## config.mk

```make
export PLATFORM = sky130hd
export DESIGN_NAME = systolic_mm_tile
export DESIGN_NICKNAME = d
export VERILOG_FILES = /design/src/rtl/systolic_mm_tile_pkg.sv /design/src/rtl/systolic_mm_tile_pe_mac.sv /design/src/rtl/systolic_mm_tile.sv
export SDC_FILE = /design/constraint.sdc
export NUM_CORES = 2
export LEC_CHECK = 0
export CAP_MARGIN = 30
export CORE_ASPECT_RATIO = 1.5
export CORE_MARGIN = 10
export CORE_UTILIZATION = 40
export CTS_BUF_LIST = sky130_fd_sc_hd__clkbuf_16
export CTS_CLUSTER_DIAMETER = 30
export CTS_CLUSTER_SIZE = 14
export DETAILED_ROUTE_END_ITERATION = 8
export PLACE_DENSITY = 0.58
export SYNTH_ARGS = -nofsm -noshare
export SYNTH_HDL_FRONTEND = slang
export SYNTH_SLANG_ARGS = --single-unit
```

## constraint.sdc

```tcl
create_clock -name clk_i -period 13.72 [get_ports clk_i]
set_input_delay 2.744 -clock clk_i [delete_from_list [all_inputs] [get_ports clk_i]]
set_output_delay 2.744 -clock clk_i [all_outputs]
set_load 0.01 [all_outputs]
```

## src/rtl/systolic_mm_tile_pkg.sv

```systemverilog
`default_nettype none
// ============================================================================
// Module   : systolic_mm_tile_pkg
// Brief    : Shared types and default sizing for the systolic matrix tile.
// Revision : 1.0 - initial release
// ============================================================================
package systolic_mm_tile_pkg;

   localparam int c_n_default      = 4;
   localparam int c_data_w_default = 8;
   localparam int c_acc_w_default  = 2 * c_data_w_default + 8;

   typedef enum logic [1:0] {
      IDLE  = 2'd0,
      FEED  = 2'd1,
      FLUSH = 2'd2,
      DRAIN = 2'd3
   } tile_state_t;

   typedef struct packed {
      logic                        valid;
      logic [c_data_w_default-1:0] data;
   } lane_t;

endpackage
`default_nettype wire

```

## src/rtl/systolic_mm_tile_pe_mac.sv

```systemverilog
`default_nettype none
// ============================================================================
// Module   : pe_mac
// Brief    : One systolic MAC cell: registered east/south operand hop plus a
//            clearable accumulator that wraps modulo 2^ACC_W.
// Revision : 1.0 - initial release
// ============================================================================
module pe_mac
   import systolic_mm_tile_pkg::*;
#(
   parameter int DATA_W = c_data_w_default,
   parameter int ACC_W  = c_acc_w_default,
   parameter int SIGNED = 1
) (
   input  logic              clk_i,
   input  logic              rst_i,
   input  logic              clr_i,
   input  logic              a_valid_i,
   input  logic [DATA_W-1:0] a_data_i,
   input  logic              b_valid_i,
   input  logic [DATA_W-1:0] b_data_i,
   output logic              a_valid_o,
   output logic [DATA_W-1:0] a_data_o,
   output logic              b_valid_o,
   output logic [DATA_W-1:0] b_data_o,
   output logic [ACC_W-1:0]  acc_o
);

   localparam logic c_sext = (SIGNED != 0);

   logic              r_a_valid;
   logic [DATA_W-1:0] r_a_data;
   logic              r_b_valid;
   logic [DATA_W-1:0] r_b_data;
   logic [ACC_W-1:0]  r_acc;

   logic [2*DATA_W-1:0] w_a_ext;
   logic [2*DATA_W-1:0] w_b_ext;
   logic [2*DATA_W-1:0] w_prod;
   logic [ACC_W-1:0]    w_addend;

   // Extending to full product width first makes the low 2*DATA_W bits of the
   // multiply exact for both signed and unsigned operands.
   assign w_a_ext  = {{DATA_W{c_sext & a_data_i[DATA_W-1]}}, a_data_i};
   assign w_b_ext  = {{DATA_W{c_sext & b_data_i[DATA_W-1]}}, b_data_i};
   assign w_prod   = w_a_ext * w_b_ext;
   assign w_addend = c_sext ? ACC_W'($signed(w_prod)) : ACC_W'(w_prod);

   always_ff @(posedge clk_i) begin
      if (rst_i) begin
         r_a_valid <= 1'b0;
         r_a_data  <= '0;
         r_b_valid <= 1'b0;
         r_b_data  <= '0;
         r_acc     <= '0;
      end else begin
         r_a_valid <= a_valid_i;
         r_a_data  <= a_data_i;
         r_b_valid <= b_valid_i;
         r_b_data  <= b_data_i;
         if (clr_i) begin
            r_acc <= '0;
         end else if (a_valid_i & b_valid_i) begin
            r_acc <= r_acc + w_addend;
         end
      end
   end

   assign a_valid_o = r_a_valid;
   assign a_data_o  = r_a_data;
   assign b_valid_o = r_b_valid;
   assign b_data_o  = r_b_data;
   assign acc_o     = r_acc;

endmodule
`default_nettype wire

```

## src/rtl/systolic_mm_tile.sv

```systemverilog
`default_nettype none
// ============================================================================
// Module   : systolic_mm_tile
// Brief    : Output-stationary N x N systolic tile computing C = A * B for a
//            runtime K, with skewed injection and a row-serial result drain.
// Revision : 1.0 - initial release
// ============================================================================
module systolic_mm_tile
   import systolic_mm_tile_pkg::*;
#(
   parameter int N      = c_n_default,
   parameter int DATA_W = c_data_w_default,
   parameter int ACC_W  = c_acc_w_default,
   parameter int K_MAX  = 256,
   parameter int SIGNED = 1
) (
   input  logic                       clk_i,
   input  logic                       rst_i,
   input  logic                       start_i,
   input  logic [$clog2(K_MAX+1)-1:0] k_len_i,
   input  logic                       in_valid_i,
   output logic                       in_ready_o,
   input  logic [N*DATA_W-1:0]        a_col_i,
   input  logic [N*DATA_W-1:0]        b_row_i,
   output logic                       c_valid_o,
   input  logic                       c_ready_i,
   output logic [N*ACC_W-1:0]         c_row_o,
   output logic [$clog2(N)-1:0]       c_idx_o,
   output logic                       busy_o,
   output logic                       done_o
);

   localparam int c_kw = $clog2(K_MAX + 1);
   localparam int c_iw = $clog2(N);
   localparam int c_fw = $clog2(2 * N);

   tile_state_t     r_state;
   logic [c_kw-1:0] r_k_len;
   logic [c_kw-1:0] r_beat;
   logic [c_fw-1:0] r_flush;
   logic [c_iw-1:0] r_idx;
   logic            r_in_ready;
   logic            r_c_valid;
   logic            r_busy;
   logic            r_done;

   logic            w_accept;
   logic            w_start;
   logic [c_kw-1:0] w_beat_nxt;

   // w_*[i][j] is the operand arriving at PE (i,j) this cycle.
   logic              w_a_v [N][N];
   logic [DATA_W-1:0] w_a_d [N][N];
   logic              w_b_v [N][N];
   logic [DATA_W-1:0] w_b_d [N][N];
   logic [ACC_W-1:0]  w_acc [N][N];

   logic              w_east_unused_v  [N];
   logic [DATA_W-1:0] w_east_unused_d  [N];
   logic              w_south_unused_v [N];
   logic [DATA_W-1:0] w_south_unused_d [N];

   logic [N*ACC_W-1:0] w_row;

   assign w_accept   = in_valid_i & r_in_ready;
   // The done cycle is still treated as the tail of the previous product.
   assign w_start    = start_i & (r_state == IDLE) & ~r_done;
   assign w_beat_nxt = r_beat + 1'b1;

   for (genvar i = 0; i < N; i++) begin : g_skew
      if (i == 0) begin : g_direct
         assign w_a_v[0][0] = w_accept;
         assign w_a_d[0][0] = w_accept ? a_col_i[0 +: DATA_W] : '0;
         assign w_b_v[0][0] = w_accept;
         assign w_b_d[0][0] = w_accept ? b_row_i[0 +: DATA_W] : '0;
      end else begin : g_delay
         logic              r_av [i];
         logic [DATA_W-1:0] r_ad [i];
         logic              r_bv [i];
         logic [DATA_W-1:0] r_bd [i];

         always_ff @(posedge clk_i) begin
            if (rst_i) begin
               for (int k = 0; k < i; k++) begin
                  r_av[k] <= 1'b0;
                  r_ad[k] <= '0;
                  r_bv[k] <= 1'b0;
                  r_bd[k] <= '0;
               end
            end else begin
               r_av[0] <= w_accept;
               r_ad[0] <= w_accept ? a_col_i[i*DATA_W +: DATA_W] : '0;
               r_bv[0] <= w_accept;
               r_bd[0] <= w_accept ? b_row_i[i*DATA_W +: DATA_W] : '0;
               for (int k = 1; k < i; k++) begin
                  r_av[k] <= r_av[k-1];
                  r_ad[k] <= r_ad[k-1];
                  r_bv[k] <= r_bv[k-1];
                  r_bd[k] <= r_bd[k-1];
               end
            end
         end

         assign w_a_v[i][0] = r_av[i-1];
         assign w_a_d[i][0] = r_ad[i-1];
         assign w_b_v[0][i] = r_bv[i-1];
         assign w_b_d[0][i] = r_bd[i-1];
      end
   end

   for (genvar i = 0; i < N; i++) begin : g_row
      for (genvar j = 0; j < N; j++) begin : g_col
         logic              w_ao_v;
         logic [DATA_W-1:0] w_ao_d;
         logic              w_bo_v;
         logic [DATA_W-1:0] w_bo_d;

         pe_mac #(
            .DATA_W (DATA_W),
            .ACC_W  (ACC_W),
            .SIGNED (SIGNED)
         ) u_pe (
            .clk_i     (clk_i),
            .rst_i     (rst_i),
            .clr_i     (w_start),
            .a_valid_i (w_a_v[i][j]),
            .a_data_i  (w_a_d[i][j]),
            .b_valid_i (w_b_v[i][j]),
            .b_data_i  (w_b_d[i][j]),
            .a_valid_o (w_ao_v),
            .a_data_o  (w_ao_d),
            .b_valid_o (w_bo_v),
            .b_data_o  (w_bo_d),
            .acc_o     (w_acc[i][j])
         );

         if (j < N - 1) begin : g_east
            assign w_a_v[i][j+1] = w_ao_v;
            assign w_a_d[i][j+1] = w_ao_d;
         end else begin : g_east_edge
            assign w_east_unused_v[i] = w_ao_v;
            assign w_east_unused_d[i] = w_ao_d;
         end

         if (i < N - 1) begin : g_south
            assign w_b_v[i+1][j] = w_bo_v;
            assign w_b_d[i+1][j] = w_bo_d;
         end else begin : g_south_edge
            assign w_south_unused_v[j] = w_bo_v;
            assign w_south_unused_d[j] = w_bo_d;
         end
      end
   end

   always_comb begin
      w_row = '0;
      for (int j = 0; j < N; j++) begin
         w_row[j*ACC_W +: ACC_W] = w_acc[r_idx][j];
      end
   end

   always_ff @(posedge clk_i) begin
      if (rst_i) begin
         r_state    <= IDLE;
         r_k_len    <= '0;
         r_beat     <= '0;
         r_flush    <= '0;
         r_idx      <= '0;
         r_in_ready <= 1'b0;
         r_c_valid  <= 1'b0;
         r_busy     <= 1'b0;
         r_done     <= 1'b0;
      end else begin
         r_done <= 1'b0;
         case (r_state)
            IDLE: begin
               if (w_start) begin
                  r_k_len <= k_len_i;
                  r_beat  <= '0;
                  r_idx   <= '0;
                  r_busy  <= 1'b1;
                  if (k_len_i == '0) begin
                     r_state   <= DRAIN;
                     r_c_valid <= 1'b1;
                  end else begin
                     r_state    <= FEED;
                     r_in_ready <= 1'b1;
                  end
               end
            end
            FEED: begin
               if (w_accept) begin
                  r_beat <= w_beat_nxt;
                  if (w_beat_nxt == r_k_len) begin
                     r_state    <= FLUSH;
                     r_in_ready <= 1'b0;
                     r_flush    <= '0;
                  end
               end
            end
            FLUSH: begin
               // 2N-1 cycles lets the last beat reach PE (N-1,N-1).
               if (r_flush == c_fw'(2 * N - 2)) begin
                  r_state   <= DRAIN;
                  r_c_valid <= 1'b1;
               end else begin
                  r_flush <= r_flush + 1'b1;
               end
            end
            DRAIN: begin
               if (c_ready_i) begin
                  if (r_idx == c_iw'(N - 1)) begin
                     r_state   <= IDLE;
                     r_c_valid <= 1'b0;
                     r_busy    <= 1'b0;
                     r_done    <= 1'b1;
                     r_idx     <= '0;
                  end else begin
                     r_idx <= r_idx + 1'b1;
                  end
               end
            end
            default: r_state <= IDLE;
         endcase
      end
   end

   assign in_ready_o = r_in_ready;
   assign c_valid_o  = r_c_valid;
   assign c_row_o    = w_row;
   assign c_idx_o    = r_idx;
   assign busy_o     = r_busy;
   assign done_o     = r_done;

endmodule
`default_nettype wire

```

## Yosys cells after proc, flatten, opt, wreduce, memory -nomap -nowiden

Memories as Yosys holds them, arrays and structs flattened.
Cells that the tools add are included.

| cells by class | value |
|---|---|
| multipliers | 16 |
| equal/unequal tests | 15 |
| add/subtract/negate cells | 19 |
| bitwise logic cells | 42 |
| reduce and logical (&&, ||, !) cells | 20 |
| $lt $le $gt $ge | 1 |
| muxes and demuxes | 75 |

Operator list:

| cell | count |
|---|---|
| $add 24x24->24 | 16 |
| $mul 8x8->16 | 16 |
| $bmux 96 s2 | 1 |
| $mux 96 | 2 |
| $mux 8 | 20 |
| $mux 1 | 30 |
| $mux 2 | 10 |
| $or 1x1->1 | 20 |
| $and 1x1->1 | 18 |
| $mux 9 | 2 |
| $pmux 9 s2 | 1 |
| $reduce_or 8->1 | 2 |
| $ne 2x2->1 const B | 6 |
| $reduce_and 6->1 | 2 |
| $add 9x1->9 const B | 1 |
| $eq 9x9->1 | 1 |
| $logic_not 9->1 | 1 |
| $mux 3 | 3 |
| $pmux 2 s4 | 1 |
| $reduce_and 4->1 | 2 |
| $eq 2x2->1 const B | 3 |
| $ne 2x1->1 const B | 3 |
| $pmux 3 s2 | 1 |
| $reduce_and 3->1 | 2 |
| other kinds (18) | 24 |

| word-level totals | value |
|---|---|
| bits in writable memories | 108 |
| flip-flop bits (word level) | 626 |
| logic and storage cells | 270 |
| memories kept | 12 |
| bits of input ports | 78 |
| output and inout bits | 102 |

Memories:

| memory | depth | bits a word | rd ports | clocked after memory_dff | wr ports | line | source |
|---|---|---|---|---|---|---|---|
| g_skew[3].g_delay.r_ad | 3 | 8 | 3 | 0 | 3 | systolic_mm_tile.sv:78 | `logic [DATA_W-1:0] r_ad [i];` |
| g_skew[3].g_delay.r_bd | 3 | 8 | 3 | 0 | 3 | systolic_mm_tile.sv:80 | `logic [DATA_W-1:0] r_bd [i];` |
| g_skew[2].g_delay.r_ad | 2 | 8 | 2 | 0 | 2 | systolic_mm_tile.sv:78 |  |
| g_skew[2].g_delay.r_bd | 2 | 8 | 2 | 0 | 2 | systolic_mm_tile.sv:80 |  |
| g_skew[1].g_delay.r_ad | 1 | 8 | 1 | 0 | 1 | systolic_mm_tile.sv:78 |  |
| g_skew[1].g_delay.r_bd | 1 | 8 | 1 | 0 | 1 | systolic_mm_tile.sv:80 |  |
| 6 more memories | -- | -- | -- | -- | -- | -- |  |

## Depth between registers and ports, before layout

| depth | value |
|---|---|
| word-level depth | 5 |
| depth in mapped cells | 35 |
| depth with buffers taken out | 32 |

## Modules after synthesis

From an unflattened synthesis, not the netlist that was laid out.

| second synthesis, totals | value |
|---|---|
| cells, all modules | 9,833 |
| area total of the unflattened synthesis | 86,461.7 µm² |

By module, submodules not included:

| module | cells an instance | seq. area each (µm²) | area an instance (µm²) | instances |
|---|---|---|---|---|
| pe_mac (g_row[0].g_col[0].u_pe ...) | 582 | 840.8 | 5,008.6 | 6 |
| pe_mac (g_row[2].g_col[3].u_pe ...) | 575 | 840.8 | 4,918.5 | 4 |
| pe_mac (g_row[1].g_col[3].u_pe ...) | 585 | 840.8 | 5,039.8 | 3 |
| systolic_mm_tile | 587 | 2,562.5 | 6,817.8 | 1 |
| pe_mac (g_row[3].g_col[3].u_pe) | 571 | 840.8 | 4,949.7 | 1 |
| pe_mac (g_row[2].g_col[2].u_pe) | 566 | 840.8 | 4,937.2 | 1 |
| pe_mac (g_row[1].g_col[2].u_pe) | 562 | 840.8 | 4,912.2 | 1 |

## Least setup slack after synthesis

Ideal clock, no wire load.

| timing path | value |
|---|---|
| kind | input -> register |
| start point | input port in_valid_i |
| end point | register g_row[0].g_col[0].u_pe.r_acc[23] |
| data required time | 13,604 ps |
| slack | 4,364 ps |
| arrival time | 9,241 ps |
| stages on the path | 33 |
| buffers on the path | 2 |
| setup time | 116 ps |
| path through | and2_1 clkbuf_1 clkbuf_1 nand2_1 or2_2 fa_1 fa_1 inv_1 fa_1 inv_1 fa_1 inv_1 ha_1 a21oi_1 o21bai_1 a21oi_1 nor2b_1 o21a_1 o21ai_0 nand2b_1 a21oi_1 xnor2_1 ha_1 a21oi_1 o41ai_1 a31oi_1 o32ai_1 o41ai_1 o21ai_1 o31ai_1 xnor2_1 a21oi_1 a31o_1 |

| between the ends | value |
|---|---|
| cells in the longest elaborated chain, start to end | 4 |
| elaborated cells between the ends (all ways) | 5 |
| classes of those cells | add/sub: 1; mul: 1; mux: 2; bitwise: 1 |

RTL lines:

| item | line | source |
|---|---|---|
| from (decl) | systolic_mm_tile.sv:21 | `input logic in_valid_i,` |
| $and 1x1->1 (*) | systolic_mm_tile.sv:65 | `assign w_accept = in_valid_i & r_in_ready;` |
| $mux 8, on equally long branches | systolic_mm_tile.sv:73, systolic_mm_tile.sv:75 |  |
| $mul 8x8->16 | systolic_mm_tile_pe_mac.sv:46 | `assign w_prod = w_a_ext * w_b_ext;` |
| $add 24x24->24 | systolic_mm_tile_pe_mac.sv:64 | `r_acc <= r_acc + w_addend;` |
| to (signal assigned) | systolic_mm_tile_pe_mac.sv:64 |  |
| to (decl) | systolic_mm_tile_pe_mac.sv:35 | `logic [ACC_W-1:0] r_acc;` |

Mark *: on every way between the ends. The rest lies on a longest branch, timed or not.
A chain may end at the register's enable or synchronous reset.

## Worst setup path in the final report

Same ends and word-level chain as after synthesis.

==> results.md <==
- Via density: ~5.2
- # Post-CTS Setup Buffers: 0
- R2R depth: 26
- Simple-Gate Fraction of Synth Area: 0.170
- Avg Cell Area, Syn: a little over 9 sq um
- Critical path required time: 14.41 ns
- Wire per inst: 18.9 microns
- Worst R2R Setup Slack: between 5 and 6 ns
- Max frequency: around 0.10 GHz
- RSZ-0062 raised after global routing: no
- Worst Setup End Kind: flop
- Crit path capture: g_row[0].g_col[0].u_pe.acc_o[23]
- Synth top area cells: fa_1 22%, dfxtp_1 18%, ha_1 13%
- # IOs: 180
- Post-CTS sizing: 0
- Post-DRT Antenna Nets: 0
- Final-layout fill cell count: 19.2k
- Worst setup SP type: input pin
- Register area share after synthesis: 0.177
- First drt pass iteration count: 5
- Port Buffers: around 180
- Slew HR: 0.297
- Cell area power density: 83.9 nW/um^2
- Crit path launch: in_valid_i
- Max_cap viols: 0
- Final setup fails: 0
- Slew Limit Fails: 0
- Die width: around 390 microns
- FF-to-FF Start: in_ready_o
- GRT overflow: 0
- Initial drt markers: around 2.5k
- Leak: around 43 nW
- RR Endpoint: g_row[0].g_col[0].u_pe.acc_o[23]
- Die Ht: 568 microns
- Distinct cells, synth: just over 90
- Synth Area in XOR/XNOR: 0.0654
- Post-synthesis adder-cell area fraction: 0.356
- Share of cells above drive strength 1: 0.0567
- Tightest Hold Check Type: reg2reg
- Crit path time final: 10.04 ns
- Post-synth EDFFs: 0
- CP max stage delay: approximately 0.82 ns
- Synth Register Bits: about 710
- Initial Util: 0.401
- CTS tree: yes
- Clock input transition at the sequential cells of the worst setup and hold paths: approximately 0.05 ns
- Vias in the first global route: about 66k
- DRC: 0
- GPL Wtd Cong: between 0.8 and 0.9
- Dpl hpwl: around 180 mm
- Die area: between 200000 and 250000 sq um
- Setup_tns: 0 ns
- Clk buf depth: 3
- Antenna violations before repair: 6
- Status: complete, no violations
- Clk_lat worst skew: approximately 0.8 ns
- WL final: 224 mm
- Largest net degree at the start of global routing: 124
- Hold Fails Final Rpt: 0
- Row count: about 200
- Top FF cell, synth: dfxtp_1
- Sink Count: about 700
- First-pass GRT wire length: ~360 mm
- Cts bufs inserted: around 190
- Syn-to-layout area delta: 14.3%
- Compound-gate portion of the synthesized area: 0.104
- Top cell type's share of synthesized area: 0.224
- Async SR Flop Fraction: 0
- Synth warn: 0
- Largest family of logic cells by synthesized area: adder cells
- Arr. time, crit path: ~11 ns
- CP max FO: 68
- Top-count cell post-synth: inv_1
- Slowest stage cell on the critical path: xnor2_1
- Cell Area, Synth: roughly 80000 sq um
- Core area: roughly 200000 sq um
- WS Path Type: in2reg
- Total chip power: 7.68 mW
- Commonest cells in the synthesized netlist: 1343 x inv_1, 897 x fa_1, 842 x ha_1
- Least-Margin Pin Slew: roughly 1.0 ns
- Syn nets: between 10k and 15k
- Mapped Cells: roughly 8.8k
- Clock Root Buffer: clkbuf_16
- Final period util: 0.732
- CTS Hold Bufs: 0
- Synth area leader: fa_1
- Final #Nets: approximately 11k
- Skew final: 0.0438 ns
- H-tree levels: 4
- Peak supply drop: 0.177 mV
- Vias: ~62k
- GRT Overall Usage: 0.206
- Most frequent CP cell: fa_1
- Mux cell area share after synthesis: 0.0569
[stage by stage]
step | area [sq um] | hold slack (ns) | instances | utilization | setup slack, ns
5_1_grt | 91400 | 0.448 | 11800 | 0.459 | 3.02
6_report | 91500 | 0.432 | 11800 | 0.459 | 3.68
3_3_place_gp | 84800 | 0.422 | 11500 | 0.425 | 2.97
3_5_place_dp | 84900 | 0.423 | 11500 | 0.425 | 2.85
4_1_cts | 91400 | 0.421 | 11800 | 0.458 | 3.72
2_1_floorplan | 80000 | 0.414 | 8821 | - | 4.36
[state kept, by name (all words and copies together), names as in the netlist, 2 cells and up]
| signal | flops |
|---|---|
| g_row.g_col.u_pe.acc_o | 384 |
| g_row.g_col.u_pe.a_data_o | 96 |
| g_row.g_col.u_pe.b_data_o | 96 |
| g_skew.g_delay.r_ad | 48 |
| g_skew.g_delay.r_bd | 48 |
| r_beat | 9 |
| r_k_len | 9 |
| g_row.g_col.u_pe.b_valid_o | 3 |
| r_flush | 3 |
| c_idx_o | 2 |
| g_skew.g_delay.r_bv | 2 |
| r_state | 2 |
[report_power, final]
part | total, mW | switching [mW] | internal (mW) | leakage [nW]
combinational | 0.940 | 0.592 | 0.348 | 34.4
sequential | 2.19 | 0.0856 | 2.11 | 5.71
clock | 4.54 | 1.47 | 3.07 | 3.18
[placed cells by master (no fill, tap or decap), types with 121 or more instances in the layout]
master and instances:
inv_1 1355, fa_1 897, ha_1 842, dfxtp_1 700
nor2_1 657, and2_1 645, xnor2_1 483, nand2_1 441
a21oi_1 419, nor2b_1 256, mux2i_1 238, a21o_1 191
clkbuf_16 187, clkdlybuf4s50_1 178, o21ai_0 145, and3_1 142
nand3_1 121
[how the worst min path moves through the flow]
stage | start | end | cells after the start
CTS | g_skew[3].g_delay.r_ad[0][15] | g_skew[3].g_delay.r_ad[0][23] | 1
global placement | g_skew[2].g_delay.r_ad[0][4] | g_skew[2].g_delay.r_ad[0][12] | 1
global route | g_skew[2].g_delay.r_ad[0][2] | g_skew[2].g_delay.r_ad[0][10] | 1
floorplan | g_skew[2].g_delay.r_ad[0][2] | g_skew[2].g_delay.r_ad[0][10] | 1
detailed placement | g_skew[2].g_delay.r_ad[0][6] | g_skew[2].g_delay.r_ad[0][14] | 1
finish | g_skew[3].g_delay.r_ad[0][15] | g_skew[3].g_delay.r_ad[0][23] | 1
[kinds of logic after synthesis]
logic type               after synthesis
AND/OR/NAND/NOR                     2631
adder cells (fa/ha/maj)             1739
buffers and inverters               1525
AO/OA/AOI/OAI                       1288
flip-flops                           707
XOR/XNOR                             596
multiplexers                         335
[layout make-up]
cell class                      count  area [sq um]  share of cell area
Tap cell                         2639          3300              0.0361
Clock inverter                    161          1900              0.0208
Antenna cell                        3          7.51           0.0000821
Timing Repair Buffer              216          2150              0.0235
Multi-Input combinational cell   6589         60200               0.658
Inverter                         1344          5040              0.0552
Sequential cell                   707         14200               0.155
Clock buffer                      187          4680              0.0512
[metal layers]
| metal | global-route usage | wire (microns) | vias to the layer above |
|---|---|---|---|
| li1 | - | - | 29500 |
| met1 | 0.217 | 83600 | 30500 |
| met2 | 0.381 | 117000 | 1158 |
| met3 | 0.0291 | 8260 | 494 |
| met4 | 0.124 | 15400 | 0 |
| met5 | 0 | 0 | - |
[critical path, delay by kind of cell]
family | cells | cell delay (ns)
AO/OA/AOI/OAI | 9 | 1.40
XOR/XNOR | 2 | 1.00
adder cells (fa/ha/maj) | 6 | 2.48
buffers and inverters | 6 | 1.71
AND/OR/NAND/NOR | 4 | 1.37
(Power assumes the default switching activity.)
